### config.mk
export PLATFORM = sky130hd
export DESIGN_NAME = multicore_memory_arbiter
export DESIGN_NICKNAME = d
export VERILOG_FILES = /design/src/rtl/multicore_memory_arbiter.sv
export SDC_FILE = /design/constraint.sdc
export NUM_CORES = 1
export LEC_CHECK = 0
export ABC_AREA = 1
export ABC_CLOCK_PERIOD_IN_PS = 3100
export BUFFER_PORTS_ARGS = -buffer_cell sky130_fd_sc_hd__buf_2
export CAP_MARGIN = 25
export CORE_AREA = 2 2 139 141
export DETAILED_ROUTE_END_ITERATION = 12
export DIE_AREA = 0 0 141 143
export PLACE_DENSITY = 0.51
export SETUP_SLACK_MARGIN = 0.5
export SLEW_MARGIN = 5
export SYNTH_ARGS = -nofsm -noshare
export SYNTH_HDL_FRONTEND = slang
export SYNTH_SLANG_ARGS = --single-unit
### constraint.sdc
create_clock -name i_Clk -period 3.1 [get_ports i_Clk]
set_input_delay 0.155 -clock i_Clk [delete_from_list [all_inputs] [get_ports i_Clk]]
set_output_delay 0.155 -clock i_Clk [all_outputs]
set_load 0.005 [all_outputs]
### src/rtl/multicore_memory_arbiter.sv
// rtl/multicore_memory_arbiter.sv - shares one memory port among NUM_CORES cores, one whole transaction per grant
// Defining MULTICORE_MEMARB_FIXED_PRIORITY_EN replaces round-robin with lowest-index-wins arbitration.
module multicore_memory_arbiter #(
   parameter int DATA_WIDTH    = 32,
   parameter int ADDRESS_WIDTH = 21,
   parameter int NUM_CORES     = 4,
   parameter int IDX_W         = $clog2(NUM_CORES)
) (
   input  logic                               i_Clk,
   input  logic                               i_Reset_n,
   input  logic [NUM_CORES-1:0]               i_Core_MEM_Valid,
   input  logic [NUM_CORES*ADDRESS_WIDTH-1:0] i_Core_MEM_Address,
   input  logic [NUM_CORES-1:0]               i_Core_MEM_Read_Write_n,
   input  logic [NUM_CORES*DATA_WIDTH-1:0]    i_Core_MEM_Data,
   output logic [NUM_CORES-1:0]               o_Core_MEM_Valid,
   output logic [NUM_CORES-1:0]               o_Core_MEM_Data_Read,
   output logic [NUM_CORES-1:0]               o_Core_MEM_Last,
   output logic [DATA_WIDTH-1:0]              o_Core_MEM_Data,
   output logic                               o_MEM_Valid,
   output logic [ADDRESS_WIDTH-1:0]           o_MEM_Address,
   output logic                               o_MEM_Read_Write_n,
   output logic [DATA_WIDTH-1:0]              o_MEM_Data,
   input  logic                               i_MEM_Data_Read,
   input  logic [DATA_WIDTH-1:0]              i_MEM_Data,
   input  logic                               i_MEM_Valid,
   input  logic                               i_MEM_Last,
   output logic [NUM_CORES-1:0]               o_Grant
);

   typedef enum logic {IDLE, BUSY} state_t;

   state_t           state;
   logic [IDX_W-1:0] grant_idx;
   logic [IDX_W-1:0] next_idx;
   logic             busy;

   assign busy = (state == BUSY);

`ifdef MULTICORE_MEMARB_FIXED_PRIORITY_EN
   always_comb begin
      next_idx = '0;
      for (int k = NUM_CORES - 1; k >= 0; k--) begin
         if (i_Core_MEM_Valid[k]) next_idx = IDX_W'(k);
      end
   end
`else
   logic [IDX_W-1:0] last_idx;
   int               rank;
   int               best_rank;

   // Rank each core by its distance past the previous owner; the nearest requester wins.
   always_comb begin
      next_idx  = '0;
      best_rank = NUM_CORES;
      rank      = 0;
      for (int k = 0; k < NUM_CORES; k++) begin
         rank = k - int'(last_idx) - 1;
         if (rank < 0) rank = rank + NUM_CORES;
         if (i_Core_MEM_Valid[k] && (rank < best_rank)) begin
            best_rank = rank;
            next_idx  = IDX_W'(k);
         end
      end
   end
`endif

   always_ff @(posedge i_Clk or negedge i_Reset_n) begin
      if (!i_Reset_n) begin
         state     <= IDLE;
         grant_idx <= '0;
`ifndef MULTICORE_MEMARB_FIXED_PRIORITY_EN
         last_idx  <= IDX_W'(NUM_CORES - 1);
`endif
      end else if (state == IDLE) begin
         if (|i_Core_MEM_Valid) begin
            grant_idx <= next_idx;
            state     <= BUSY;
         end
      end else if (i_MEM_Last) begin
`ifndef MULTICORE_MEMARB_FIXED_PRIORITY_EN
         last_idx <= grant_idx;
`endif
         state    <= IDLE;
      end
   end

   // The memory owns the transaction once granted, so the owner's Valid is not consulted while BUSY.
   always_comb begin
      o_MEM_Valid          = busy;
      o_MEM_Address        = '0;
      o_MEM_Read_Write_n   = 1'b1;
      o_MEM_Data           = '0;
      o_Core_MEM_Valid     = '0;
      o_Core_MEM_Data_Read = '0;
      o_Core_MEM_Last      = '0;
      o_Grant              = '0;
      o_Core_MEM_Data      = busy ? i_MEM_Data : '0;
      for (int k = 0; k < NUM_CORES; k++) begin
         if (busy && (grant_idx == IDX_W'(k))) begin
            o_MEM_Address           = i_Core_MEM_Address[k*ADDRESS_WIDTH +: ADDRESS_WIDTH];
            o_MEM_Read_Write_n      = i_Core_MEM_Read_Write_n[k];
            o_MEM_Data              = i_Core_MEM_Data[k*DATA_WIDTH +: DATA_WIDTH];
            o_Core_MEM_Valid[k]     = i_MEM_Valid;
            o_Core_MEM_Data_Read[k] = i_MEM_Data_Read;
            o_Core_MEM_Last[k]      = i_MEM_Last;
            o_Grant[k]              = 1'b1;
         end
      end
   end

endmodule

==> summary.md <==
| Metric | Value |
|---|---|
| Status | finished, final reports clean |
| Core Util, Final | 0.2459 |
| Vias in the first global route | 3797 |
| Slowest cell on crit path | dfstp_2 |
| Hold depth | 3 |
| Core area | 0.01858 mm² |
| CTS sink count | 5 |
| RSZ-0062 raised after global routing | true |
| Post-route DRC | 0 |
| Share of cells above drive strength 1 | 0.5030 |
| Initial antenna violation count | 0 |
| CTS Buffer Depth | 2 |
| Largest stage delay, worst path | 0.57 ns |
| Hpwl dp | around 11000 µm |
| Die height | ~140 µm |
| Startpoint Class | register |
| Max-slew violations | 0 |
| Final ANT Viol Nets | 0 |
| Worst-Margin Slew | 0.6919 ns |
| #FFs+latches synth | 5 |
| FP Rows | 50 |
| Cell count after synthesis | 466 |
| Max Fclk | 0.3476 GHz |
| Root buffer cell | clkbuf_16 |
| Hold Path Class | in -> reg |
| Die Area | 0.02016 mm² |
| Final setup fails | 0 |
| Static leakage | 2.797 nW |
| TritonCTS Buffers | 3 |
| P&R area growth vs syn | 109.0% |
| Post-synth EDFFs | 0 |
| Maximum net fanout on the critical path | 5 |
| Final worst path period share | 0.9281 |
| Clk_lat worst skew | 0.23 ns |
| Drt wl/cell | between 10 and 15 µm |
| Crit end category | register |
| Die W | 141 µm |
| Most used cell, CP | nand2_1 |
| Worst-path clk slew | ~0.04 ns |
| Rel. slew slack | 0.5376 |
| Clk_skew | slightly above 0.004 ns |
| Gr ovfl total | 0 |
| Total Power | approximately 2.9 mW |
| Setup_tns | 0 ns |
| Distinct cells, synth | 29 |
| Critical path class | reg -> reg |
| Iter 0 DRT Violations | 209 |
| Cell breakdown of the critical path | inv_4 -> ha_4 -> nor2_4 -> o21ai_4 -> o21ai_1 -> o21ai_1 -> ha_1 -> nand2_1 -> nand2_1 -> nand2_1 -> nand2_1 -> nand2_1 -> nand2_2 -> nand2_2 -> o21ai_2 -> ha_1 -> nand2_1 -> nand2_1 -> nand2_2 -> nand3_2 -> a21oi_2 |
| Syn avg cell area | about 4.7 µm² |
| Worst ir drop on vdd | 0.2438 mV |
| H-tree levels | 1 |
| First-pass GRT wire length | 19080 µm |
| Routed via count | about 4200 |
| Syn Std Cell Area | 0.002186 mm² |
| I/O pin cnt | 360 |
| RePlAce Congestion | 0.8059 |
| PD cells | 623.8 mW/mm² |
| DP Area | 0.004360 mm² |
| # diodes | 0 |
| TritonCTS clock tree | yes |
| Placed Cells | 1042 |
| First-pass DRT Iterations | 5 |
| Total wire length | ~13000 µm |
| Register area share after synthesis | 0.05839 |
| Primary FF master, synth | dfrtp_1 |
| Design area | 0.004569 mm² |
| Async SR Flop Fraction | 1.000 |
| Final #Nets | 1091 |
| Min Clock Period, post-route | 2.877 ns |
| Depth of the worst register-to-register path | 21 |
| MaxCap Viol Count | 0 |
| Largest net degree at the start of global routing | 56 |
| CP arrival | 3.03 ns |
| CP required | roughly 3.3 ns |
| Starting Density | 0.1176 |
| Synth warn | 0 |
| PortBufs | 359 |
| Finished Layout Cells | about 1100 |
| Final Hold Vio Count | 0 |
| Total track usage | 0.1179 |
| Via density | slightly below 4 |
final timing paths:
kind | start | to | slack [ns]
setup / recovery | last_idx[0]$_DFFE_PN1P_ | grant_idx[0]$_DFFE_PN0P_ | 0.22
hold / removal | i_Core_MEM_Valid[3] | grant_idx[0]$_DFFE_PN0P_ | 0.22
setup reg to reg | last_idx[0]$_DFFE_PN1P_ | grant_idx[0]$_DFFE_PN0P_ | 0.22
hold reg to reg | o_MEM_Valid$_DFF_PN0_ | o_MEM_Valid$_DFF_PN0_ | 0.57
max in group asynchronous | i_Reset_n | last_idx[1]$_DFFE_PN1P_ | 2.57
min in group asynchronous | i_Reset_n | grant_idx[0]$_DFFE_PN0P_ | 0.31
cell usage after synthesis (2+ instances only):
cell type | count | area [µm²]
dfstp_2 | 2 | 52.55
o21ai_0 | 5 | 25.02
a21oi_2 | 2 | 17.52
nand2_1 | 265 | 994.7
nor2_1 | 22 | 82.58
inv_1 | 53 | 198.9
nand3_2 | 3 | 30.03
clkbuf_1 | 11 | 41.29
dfrtp_1 | 3 | 75.07
ha_1 | 10 | 125.1
nand4_1 | 53 | 331.6
inv_2 | 5 | 18.77
buf_2 | 10 | 50.05
nor2_2 | 3 | 18.77
buf_1 | 3 | 11.26
nand2_2 | 3 | 18.77
cell type report:
| cell class | instances | area [µm²] |
|---|---|---|
| fillers | 2149 | 14010 |
| repair buffers | 377 | 1984 |
| multi-input cells | 379 | 1863 |
| well taps | 234 | 292.8 |
| inverters | 58 | 222.7 |
| flip-flops and latches | 5 | 127.6 |
| clock buffers | 4 | 78.83 |
report_power, final:
group / total, mW / leakage, nW / switching [mW] / internal (mW)
sequential: 0.141 / 0.0538 / 0.0450 / 0.0964
combinational: 2.49 / 2.70 / 1.38 / 1.11
clock: 0.216 / 0.0382 / 0.0451 / 0.171
total: 2.85 / 2.80 / 1.47 / 1.38
worst max-delay path: cells and delay by family, from the launching register on:
kind | cells | cell delay (ns)
flops | 1 | 0.57
fa+ha+maj | 3 | 0.86
buf+inv | 1 | 0.07
compound gates | 5 | 0.58
simple gates | 12 | 0.72
per-layer routing:
metal	share of wire	global-route usage
met1	0.41	0.1443
met2	0.52	0.2257
met4	0.0031	0.01368
met3	0.067	0.01543
met5	0	0
repair_timing:
item / CTS / global route
endpoints found under the hold margin: 5 / 0
endpoints found under the setup margin: 2 / 2
pin swaps: 5 / 3
hold buffers: 1 / 0
buffers inserted: 7 / 3
gates resized for setup: 3 / 6
flip-flops by register name, summed over array words and instances, names as in the netlist:
register	count
grant_idx	2
last_idx	2
o_MEM_Valid	1
kinds of logic (layout without fill, tap and decap cells):
group / after synthesis / count (layout) / share of synthesized area
compound gates: 13 / 13 / 0.04007
xor+xnor: 2 / 2 / 0.008015
buf+inv: 83 / 439 / 0.1488
simple gates: 352 / 352 / 0.6857
fa+ha+maj: 10 / 10 / 0.05724
flops: 5 / 5 / 0.05838
other cells: 1 / 2 / 0.001716
stage by stage:
| stage | setup slack [ns] | hold WS, ns |
|---|---|---|
| detailed placement | 0.2254 | -0.005706 |
| global route | 0.005311 | 0.2297 |
| finish | 0.2229 | 0.2179 |
| global placement | 0.2449 | -0.009827 |
| floorplan | 0.4280 | -0.1406 |
| CTS | 0.3025 | 0.2109 |
placed cells by master, fill, tap and decap left out, types with 3 or more instances in the layout:
cell type	instances
ha_1	7
nand2_1	262
clkbuf_16	3
nand4_1	53
inv_2	6
nand2_2	4
ha_4	3
inv_1	50
buf_2	359
nor2_1	21
dfrtp_1	3
nor2_4	5
buf_4	13
buf_12	4
(Power assumes the default switching activity.)
